**src/rtl/uart_alu_pkg.sv**
```systemverilog
// Shared types and constants for the UART-attached arithmetic engine.
package uart_alu_pkg;

  typedef enum logic [7:0] {
    OpAdd  = 8'hA0,
    OpMul  = 8'hA1,
    OpDiv  = 8'hA2,
    OpEcho = 8'hEC
  } opcode_e;

  typedef enum logic [2:0] {
    StIdle,
    StRsv,
    StLenLo,
    StLenHi,
    StPayload,
    StExec,
    StResp
  } parse_state_e;

  localparam logic [15:0] HeaderLen = 16'd4;

endpackage

```
**src/rtl/uart_rx.sv**
```systemverilog
// 8N1 UART receiver: 2-flop synchronizer, start-edge detect, mid-bit sampling.
module uart_rx #(
  parameter int unsigned ClksPerBit = 16
) (
  input  logic       clk_i,
  input  logic       rst_i,
  input  logic       rxd_i,
  output logic [7:0] data_o,
  output logic       valid_o
);

  localparam int unsigned CntW = $clog2(ClksPerBit);

  typedef enum logic [1:0] {StIdle, StStart, StData, StStop} rx_state_e;

  rx_state_e       state_q;
  logic            rx_meta_q, rx_sync_q, rx_prev_q;
  logic [CntW-1:0] cnt_q;
  logic [2:0]      bit_q;
  logic [7:0]      shift_q;
  logic            bit_end;

  assign bit_end = (cnt_q == CntW'(ClksPerBit - 1));

  always_ff @(posedge clk_i or posedge rst_i) begin
    if (rst_i) begin
      rx_meta_q <= 1'b1;
      rx_sync_q <= 1'b1;
      rx_prev_q <= 1'b1;
      state_q   <= StIdle;
      cnt_q     <= '0;
      bit_q     <= '0;
      shift_q   <= '0;
      data_o    <= '0;
      valid_o   <= 1'b0;
    end else begin
      rx_meta_q <= rxd_i;
      rx_sync_q <= rx_meta_q;
      rx_prev_q <= rx_sync_q;
      valid_o   <= 1'b0;
      cnt_q     <= cnt_q + 1'b1;
      case (state_q)
        StIdle: begin
          cnt_q <= '0;
          if (rx_prev_q && !rx_sync_q) state_q <= StStart;
        end
        // A start bit that is no longer low at mid-bit was a glitch.
        StStart: begin
          if (cnt_q == CntW'(ClksPerBit / 2 - 1)) begin
            cnt_q   <= '0;
            bit_q   <= '0;
            state_q <= rx_sync_q ? StIdle : StData;
          end
        end
        StData: begin
          if (bit_end) begin
            cnt_q   <= '0;
            shift_q <= {rx_sync_q, shift_q[7:1]};
            bit_q   <= bit_q + 3'd1;
            if (bit_q == 3'd7) state_q <= StStop;
          end
        end
        StStop: begin
          if (bit_end) begin
            cnt_q   <= '0;
            state_q <= StIdle;
            if (rx_sync_q) begin
              data_o  <= shift_q;
              valid_o <= 1'b1;
            end
          end
        end
        default: state_q <= StIdle;
      endcase
    end
  end

endmodule

```
**src/rtl/uart_tx.sv**
```systemverilog
// 8N1 UART transmitter with a 1-entry holding register for back-to-back frames.
module uart_tx #(
  parameter int unsigned ClksPerBit = 16
) (
  input  logic       clk_i,
  input  logic       rst_i,
  input  logic [7:0] data_i,
  input  logic       valid_i,
  output logic       ready_o,
  output logic       txd_o
);

  localparam int unsigned CntW = $clog2(ClksPerBit);

  logic [9:0]      frame_q;
  logic [CntW-1:0] cnt_q;
  logic [3:0]      bit_q;
  logic            busy_q;
  logic [7:0]      hold_q;
  logic            hold_full_q;
  logic            bit_end, frame_end, load;

  assign bit_end   = (cnt_q == CntW'(ClksPerBit - 1));
  assign frame_end = busy_q && bit_end && (bit_q == 4'd9);
  // Reload on the last stop-bit cycle so consecutive frames have no idle gap.
  assign load      = hold_full_q && (!busy_q || frame_end);
  assign ready_o   = !hold_full_q;
  assign txd_o     = frame_q[0];

  always_ff @(posedge clk_i or posedge rst_i) begin
    if (rst_i) begin
      frame_q     <= '1;
      cnt_q       <= '0;
      bit_q       <= '0;
      busy_q      <= 1'b0;
      hold_q      <= '0;
      hold_full_q <= 1'b0;
    end else begin
      if (load) begin
        frame_q     <= {1'b1, hold_q, 1'b0};
        busy_q      <= 1'b1;
        cnt_q       <= '0;
        bit_q       <= '0;
        hold_full_q <= 1'b0;
      end else if (busy_q) begin
        if (bit_end) begin
          cnt_q   <= '0;
          frame_q <= {1'b1, frame_q[9:1]};
          bit_q   <= bit_q + 4'd1;
          if (bit_q == 4'd9) busy_q <= 1'b0;
        end else begin
          cnt_q <= cnt_q + 1'b1;
        end
      end
      if (valid_i && !hold_full_q) begin
        hold_q      <= data_i;
        hold_full_q <= 1'b1;
      end
    end
  end

endmodule

```
**src/rtl/uart_alu.sv**
```systemverilog
// Packet parser and ALU: decodes framed commands from RX, executes echo/add/mul/div,
// and streams result bytes to TX.
module uart_alu
  import uart_alu_pkg::*;
#(
  parameter int unsigned CLK_FREQ_HZ = 100_000_000,
  parameter int unsigned BAUD_RATE   = 115_200
) (
  input  logic clk_i,
  input  logic rst_i,
  input  logic rxd_i,
  output logic txd_o
);

  localparam int unsigned ClksPerBit = CLK_FREQ_HZ / BAUD_RATE;

  logic [7:0]   rx_data, tx_data;
  logic         rx_valid, tx_valid, tx_ready;
  parse_state_e state_q;
  logic [7:0]   opcode_q;
  logic [15:0]  len_q, byte_cnt_q, len_full, pay_idx;
  logic [31:0]  op_a_q, op_b_q, result_q, rem_q, quot_q;
  logic [4:0]   div_cnt_q;
  logic         div_busy_q;
  logic [1:0]   resp_idx_q;
  logic [32:0]  div_trial, div_diff;
  logic         is_alu;

  uart_rx #(.ClksPerBit(ClksPerBit)) u_rx (
    .clk_i  (clk_i),
    .rst_i  (rst_i),
    .rxd_i  (rxd_i),
    .data_o (rx_data),
    .valid_o(rx_valid)
  );

  uart_tx #(.ClksPerBit(ClksPerBit)) u_tx (
    .clk_i  (clk_i),
    .rst_i  (rst_i),
    .data_i (tx_data),
    .valid_i(tx_valid),
    .ready_o(tx_ready),
    .txd_o  (txd_o)
  );

  assign len_full  = {rx_data, len_q[7:0]};
  assign pay_idx   = byte_cnt_q - HeaderLen;
  assign is_alu    = (opcode_q == OpAdd) || (opcode_q == OpMul) || (opcode_q == OpDiv);
  assign div_trial = {rem_q, quot_q[31]};
  assign div_diff  = div_trial - {1'b0, op_b_q};

  // Echo bytes bypass the ALU; the holding register absorbs them at equal baud.
  assign tx_valid = ((state_q == StResp) && tx_ready) ||
                    ((state_q == StPayload) && rx_valid && (opcode_q == OpEcho));
  assign tx_data  = (state_q == StResp) ? result_q[8*resp_idx_q +: 8] : rx_data;

  always_ff @(posedge clk_i or posedge rst_i) begin
    if (rst_i) begin
      state_q    <= StIdle;
      opcode_q   <= '0;
      len_q      <= '0;
      byte_cnt_q <= '0;
      op_a_q     <= '0;
      op_b_q     <= '0;
      result_q   <= '0;
      rem_q      <= '0;
      quot_q     <= '0;
      div_cnt_q  <= '0;
      div_busy_q <= 1'b0;
      resp_idx_q <= '0;
    end else begin
      case (state_q)
        StIdle: begin
          if (rx_valid) begin
            opcode_q <= rx_data;
            state_q  <= StRsv;
          end
        end
        StRsv: if (rx_valid) state_q <= StLenLo;
        StLenLo: begin
          if (rx_valid) begin
            len_q[7:0] <= rx_data;
            state_q    <= StLenHi;
          end
        end
        StLenHi: begin
          if (rx_valid) begin
            len_q[15:8] <= rx_data;
            byte_cnt_q  <= HeaderLen;
            state_q     <= (len_full > HeaderLen) ? StPayload : StIdle;
          end
        end
        StPayload: begin
          if (rx_valid) begin
            byte_cnt_q <= byte_cnt_q + 16'd1;
            if (pay_idx < 16'd4) op_a_q[8*pay_idx[1:0] +: 8] <= rx_data;
            else if (pay_idx < 16'd8) op_b_q[8*pay_idx[1:0] +: 8] <= rx_data;
            if (byte_cnt_q + 16'd1 == len_q) begin
              state_q <= (is_alu && (len_q >= 16'd12)) ? StExec : StIdle;
            end
          end
        end
        StExec: begin
          if (opcode_q == OpDiv) begin
            if (!div_busy_q) begin
              div_busy_q <= 1'b1;
              rem_q      <= '0;
              quot_q     <= op_a_q;
              div_cnt_q  <= '0;
            end else begin
              // Restoring step; a zero divisor naturally yields all-ones.
              rem_q     <= div_diff[32] ? div_trial[31:0] : div_diff[31:0];
              quot_q    <= {quot_q[30:0], ~div_diff[32]};
              div_cnt_q <= div_cnt_q + 5'd1;
              if (div_cnt_q == 5'd31) begin
                div_busy_q <= 1'b0;
                result_q   <= {quot_q[30:0], ~div_diff[32]};
                resp_idx_q <= '0;
                state_q    <= StResp;
              end
            end
          end else begin
            result_q   <= (opcode_q == OpAdd) ? op_a_q + op_b_q : op_a_q * op_b_q;
            resp_idx_q <= '0;
            state_q    <= StResp;
          end
        end
        StResp: begin
          if (tx_ready) begin
            resp_idx_q <= resp_idx_q + 2'd1;
            if (resp_idx_q == 2'd3) state_q <= StIdle;
          end
        end
        default: state_q <= StIdle;
      endcase
    end
  end

endmodule

```
**config.mk**
```make
export PLATFORM = sky130hd
export DESIGN_NAME = uart_alu
export DESIGN_NICKNAME = d
export VERILOG_FILES = /design/src/rtl/uart_alu_pkg.sv /design/src/rtl/uart_rx.sv /design/src/rtl/uart_tx.sv /design/src/rtl/uart_alu.sv
export SDC_FILE = /design/constraint.sdc
export NUM_CORES = 2
export LEC_CHECK = 0
export CAP_MARGIN = 20
export CORE_MARGIN = 2
export CORE_UTILIZATION = 61
export CTS_BUF_LIST = sky130_fd_sc_hd__clkbuf_8
export CTS_CLUSTER_SIZE = 20
export DETAILED_ROUTE_END_ITERATION = 8
export GPL_TIMING_DRIVEN = 0
export PLACE_DENSITY = 0.81
export SYNTH_ARGS = -nofsm -noshare
export SYNTH_HDL_FRONTEND = slang
export SYNTH_HIERARCHICAL = 1
export SYNTH_SLANG_ARGS = --single-unit
```
**constraint.sdc**
```tcl
create_clock -name clk_i -period 11.3 [get_ports clk_i]
set_input_delay 3.39 -clock clk_i [delete_from_list [all_inputs] [get_ports clk_i]]
set_output_delay 3.39 -clock clk_i [all_outputs]
set_load 0.005 [all_outputs]
```
-- After elaboration in Yosys (flattened, before gate mapping)
Cells that the tools add are included.
- divide/modulo/power cells: 0
- multipliers: 1
- magnitude comparators: 4
- mux-type cells: 66
- bitwise logic cells: 2
- add/sub/neg operators: 11
- reductions and logical operators: 40
- shifts and indexed selects: 3
- equal/unequal tests: 38
- operator list (operator ; count):
    $mux 32 ; 7
    $mux 10 ; 8
    $bwmux 32 ; 2
    $mux 3 ; 15
    $neg 5->34 ; 1
    $shift 8x34->32 const A ; 1
    $shiftx 8x34->32 ; 1
    $sub 33x32->33 ; 1
    $add 32x32->32 ; 1
    $eq 8x8->1 const B ; 4
    $mul 32x32->32 ; 1
    $mux 16 ; 2
    $pmux 16 s2 ; 1
    $shiftx 32x6->8 ; 1
    $pmux 10 s3 ; 1
    $ne 2x1->1 const B ; 13
    $pmux 3 s7 ; 1
    $add 10x1->10 const B ; 2
    $eq 10x10->1 const B ; 2
    $mux 2 ; 10
    $add 16x1->16 const B ; 1
    $eq 16x16->1 ; 1
    $ge 16x4->1 const B ; 1
    $gt 16x3->1 const B ; 1
    other kinds (37) ; 86
- bits of input ports: 3
- output and inout port bits: 1
- bits in writable memories: 0
- register bits: 280
- memory bits (read-only): 0
- bits in latches: 0
- memories: 0

-- Longest topological paths before layout
- depth after elaboration: 8
- mapped depth: 30
- mapped depth without buffers: 28

-- Modules after synthesis
The synthesis kept the hierarchy.
- by module, submodules not included (module ; cells an instance ; sequential area each (sq um) ; area an instance (sq um) ; times used):
    uart_alu ; 3366 ; 5280.1 ; 29430.7 ; 1
    uart_tx ; 156 ; 837.1 ; 1649.1 ; 1
    uart_rx ; 120 ; 879.6 ; 1547.7 ; 1

-- Worst setup path before layout
Ideal clock, no wire load.
- path type: register -> register
- start point: register op_b_q[4]
- end point: register result_q[30]
- arrival time: 6974 ps
- path slack: 4244 ps
- data required time: 11218 ps
- stages on the path, launching flop included: 27
- path buffers: 2
- clock period less this slack: 7056 ps
- cells stage by stage: dfrtp_1 > clkbuf_1 > clkbuf_1 > and2_1 > fa_1 > inv_1 > fa_1 > fa_1 > fa_1 > inv_1 > fa_1 > fa_1 > fa_1 > inv_1 > fa_1 > inv_1 > ha_1 > a21o_1 > a21o_1 > a211o_1 > a21oi_1 > a31oi_1 > nor4b_1 > nor3_1 > nand3_1 > o211ai_1 > a31oi_1
- longest elaborated chain between the ends: 3
- elaborated cells between the ends (all ways): 4
- classes of those cells: add/sub: 1; mul: 1; mux: 2
- RTL lines (what ; RTL line ; source):
    start: declaration ; uart_alu.sv:22 ; logic [31:0] op_a_q, op_b_q, result_q, rem_q, quot_q;
    start signal: indexed assignment ; uart_alu.sv:97 ; else if (pay_idx < 16'd8) op_b_q[8*pay_idx[1:0] +: 8] <= rx_data;
    $mul 32x32->32 or $add 32x32->32 (tied branches) ; uart_alu.sv:123 ; result_q <= (opcode_q == OpAdd) ? op_a_q + op_b_q : op_a_q * op_b_q;
    $mux 32 * ; uart_alu.sv:123 ;
    $mux 32 * ; uart_alu.sv:104 ; if (opcode_q == OpDiv) begin
    end signal: assignment ; uart_alu.sv:117 ; result_q <= {quot_q[30:0], ~div_diff[32]};
    end signal: assignment ; uart_alu.sv:123 ;
    end: declaration ; uart_alu.sv:22 ;
Every way passes the cells marked *; elsewhere a longest branch is shown, timed or not.
A chain may end at the register's enable or synchronous reset.

-- Worst setup path after layout
- start point: register op_a_q[5]
- end point: register result_q[25]
- longest elaborated chain between the ends: 3
- elaborated cells between the ends (all ways): 4
- classes of those cells: add/sub: 1; mul: 1; mux: 2
- RTL lines (what ; RTL line ; source):
    start: declaration ; uart_alu.sv:22 ;
    start signal: indexed assignment ; uart_alu.sv:96 ; if (pay_idx < 16'd4) op_a_q[8*pay_idx[1:0] +: 8] <= rx_data;
    $mul 32x32->32 or $add 32x32->32 (tied branches) ; uart_alu.sv:123 ;
    $mux 32 * ; uart_alu.sv:123 ;
    $mux 32 * ; uart_alu.sv:104 ;
Marked as above.

==> impl_metrics.csv <==
group,metric,value,unit
timing,slew_violations,0,
yosys,synth_edf_count,0,
detailed_routing,remaining_drc_errors,0,
yosys,yosysUniqueCellTypes,89,
floorplanning,pin_count,4,
power_and_ir_drop,p_switching,0.0005078,W
global_route,grt_overflow,0,
timing,worstMarginPinSlew,1.175,ns
worst_hold_path,hold_path.startpoint,"u_rx/rx_meta_q$_DFF_PP1_",
timing,skew,0.03219,ns
timing,setup_viol_count_final,0,
clock_network,clock_tree.htree_level_count,2,
power_and_ir_drop,p_clk_share,47.9,%
place,gp_congestion,1.042,
yosys,syn_nets,4259,
setup_path,cp_max_fo,10,
detailed_routing,dr.first_iter.drc_count,2995,
setup_path,crit_type,"reg2reg",
detailed_routing,vias,27410,
global_route,grt_pass1_wl,159300,microns
timing,slew_headroom,21.69,%
power_and_ir_drop,vdd_drop_max,0.09666,mV
timing,fin_crit,9.670,ns
yosys,synth-seq-cells,279,
clock_network,clk_latency,0.63,ns
clock_network,cts_resized,0,
clock_network,clk_path_buf_depth,3,
finish,finish.utilization,65.69,%
setup_path,critPathArrivalTime,10.12,ns
yosys,synth-async-reset-ratio,100.0,%
place,numPortBuffers,3,
yosys,synthesis.area,0.03263,sq mm
yosys,yosys-top-cells-area,"fa_1 25%, dfrtp_1 20%, ha_1 7.8%",
global_route,grt_usage,37.84,%
run_status,status,"complete, no violations",
yosys,ys_seq_area_share,21.44,%
yosys,synth_cells,3642,
yosys,synth_ff_type,"dfrtp_1",
floorplanning,core.rowCount,84,
finish,syn_to_final_growth,6.224,%
setup_path,r2r_cells,27,
yosys,yosys-top-cells-count,"516 x inv_1, 509 x nand2_1, 410 x fa_1, 286 x and2_1, 271 x o21ai_0",
yosys,syn_avg_cell_area,8.959,sq um
setup_path,cp-start-kind,"flop",
worst_hold_path,holdPathStages,0,
floorplanning,die_y,235.3,microns
power_and_ir_drop,powerDensity,60.06,mW/mm^2
place,place_inst,4337,
power_and_ir_drop,pwr-share-comb,2.6,%
power_and_ir_drop,seqPwrFrac,49.5,%
timing,setup_ws,1.630,ns
timing,tns,0,ns
worst_hold_path,min_to,"u_rx/rx_sync_q$_DFF_PP1_",
clock_network,cts.sinks,279,
setup_path,r2r-start,"op_a_q[5]$_DFFE_PP0P_",
yosys,synth_largest_area_cell,"fa_1",
detailed_routing,wl,103400,microns
finish,nNetsFinal,4314,
clock_network,clkSlewWorstSetupHoldPaths,0.08,ns
setup_path,end_kind,"flop",
place,dp_hpwl,78510,microns
floorplanning,die_w,235.3,microns
power_and_ir_drop,intPower,0.001574,W
setup_path,r2r_slack,1.63,ns
run,cap_violations,0,
place,post-place-ws,1.919,ns
floorplanning,dieArea,0.05535,sq mm
floorplanning,core,0.05276,sq mm
floorplanning,initial_core_util,61.84,%
timing,fin_crit_sh,85.58,%
timing,timing.fmax,103.4,MHz
finish,fill_cells,4342,
worst_hold_path,hold_class,"reg2reg",
clock_network,cts_setup_buffers,0,
power_and_ir_drop,swShare,24.39,%
clock_network,cts_tree,"built",
finish,drive_gt1_share,5.521,%
detailed_routing,first_pass_iters,7,
global_route,antenna_found_initial,7,
setup_path,r2r-end,"result_q[25]$_DFFE_PP0P_",
detailed_routing,viasPerCell,6.192,
yosys,yosys_warnings,6,
timing,hold_violations,0,
power_and_ir_drop,power_leakage,16.31,nW
clock_network,root_buffer,"clkbuf_8",
clock_network,postCtsHoldBufs,0,
global_route,grt_max_degree,114,
setup_path,required,11.75,ns
clock_network,numCtsBuffers,45,
yosys,synth.most_common_cell,"inv_1",
timing,rsz0062_at_grt,"no",
finish,instances_no_fill,4426,
global_route,grt_pass1_vias,27700,
yosys,synth_top_area_share,25.16,%
detailed_routing,antenna_left,0,
detailed_routing,wl_per_cell,23.36,microns
through the flow:
step	cell area, sq um	total power [W]	hold WS [ns]
2_1_floorplan	32630	0.001086	0.3452
3_3_place_gp	33520	0.001099	0.3488
3_5_place_dp	33620	0.001104	0.3489
4_1_cts	34630	0.002084	0.3738
5_1_grt	34640	0.002138	0.3721
6_report	34660	0.002082	0.3774
power by group through the flow:
stage	clock network (W)	logic (W)	registers, W
CTS	0.000998	0.0000566	0.00103
detailed placement	0	0.0000567	0.00105
finish	0.000997	0.0000551	0.00103
global route	0.00104	0.0000653	0.00103
floorplan	0	0.0000417	0.00104
global placement	0	0.0000511	0.00105
metal layers:
layer	up-vias	global-route usage (%)	share of wire [%]
met1	13560	48.79	37
li1	11810	-	-
met2	1604	56.77	43
met3	424	11.74	12
met5	-	0	0.067
met4	10	21.81	7.0
layout by cell type (no fill, tap or decap), types with 112 or more instances in the layout:
cell type  Yosys  layout
inv_1        516     523
nand2_1      509     509
fa_1         410     410
and2_1       286     286
o21ai_0      271     271
dfrtp_1      267     267
ha_1         204     204
clkbuf_1     169     169
nor2_1       142     142
xnor2_1      112     112
logic make-up after synthesis:
logic type / share of synthesized area (%)
and+or+nand+nor: 17.51
buffers and inverters: 8.222
adders and majority gates: 32.98
AOI/OAI and AO/OA: 10.98
DFF: 21.44
xor gates and xnor gates: 4.590
muxes: 4.272
sequential cells by signal, indices dropped and copies added (netlist names), 10 cells and up, named ones only:
name	cells
quot_q	32
rem_q	32
u_tx/cnt_q	10
op_b_q	32
op_a_q	32
result_q	32
u_rx/cnt_q	10
len_q	16
byte_cnt_q	16
worst max-delay path, cell delays in order, from the launching register on:
cell	delay (ns)
dfrtp_1	0.37
clkbuf_1	0.78
clkbuf_1	0.85
nand2_1	0.18
fa_1	0.54
inv_1	0.05
fa_1	0.50
inv_1	0.05
fa_1	0.48
fa_1	0.54
inv_1	0.04
ha_1	0.28
ha_1	0.32
fa_1	0.54
inv_1	0.06
fa_1	0.54
inv_1	0.05
ha_1	0.35
a21oi_1	0.21
o211ai_1	0.14
a311oi_1	0.67
nor3_1	0.23
nor3_1	0.51
o21ai_0	0.27
a21o_1	0.22
a21oi_1	0.16
xor2_1	0.40
a31oi_1	0.14
area by class of cell:
type / instances / area [sq um] / share of cell area [%]
timing repair buffer: 8 / 128.9 / 0.3718
tap: 688 / 860.8 / 2.484
sequential: 279 / 6997 / 20.19
clock buffer: 59 / 812.0 / 2.343
inverter: 517 / 1948 / 5.621
multi-input combinational: 2655 / 22950 / 66.23
buffer: 191 / 742.0 / 2.141
clock inverter: 22 / 197.7 / 0.5704
antenna: 7 / 17.52 / 0.05054
worst max-delay path by stage:
stage	cells after the start	slack [ns]	end	from
detailed placement	27	1.92	result_q[25]$_DFFE_PP0P_	op_a_q[5]$_DFFE_PP0P_
global route	27	1.54	result_q[25]$_DFFE_PP0P_	op_a_q[5]$_DFFE_PP0P_
finish	27	1.63	result_q[25]$_DFFE_PP0P_	op_a_q[5]$_DFFE_PP0P_
CTS	27	1.87	result_q[25]$_DFFE_PP0P_	op_a_q[5]$_DFFE_PP0P_
global placement	2	-0.72	rem_q[9]$_DFFE_PP0P_	rst_i
floorplan	1	2.14	byte_cnt_q[0]$_DFFE_PP0P_	rst_i
Note: power is estimated with default switching activity, not from simulation.
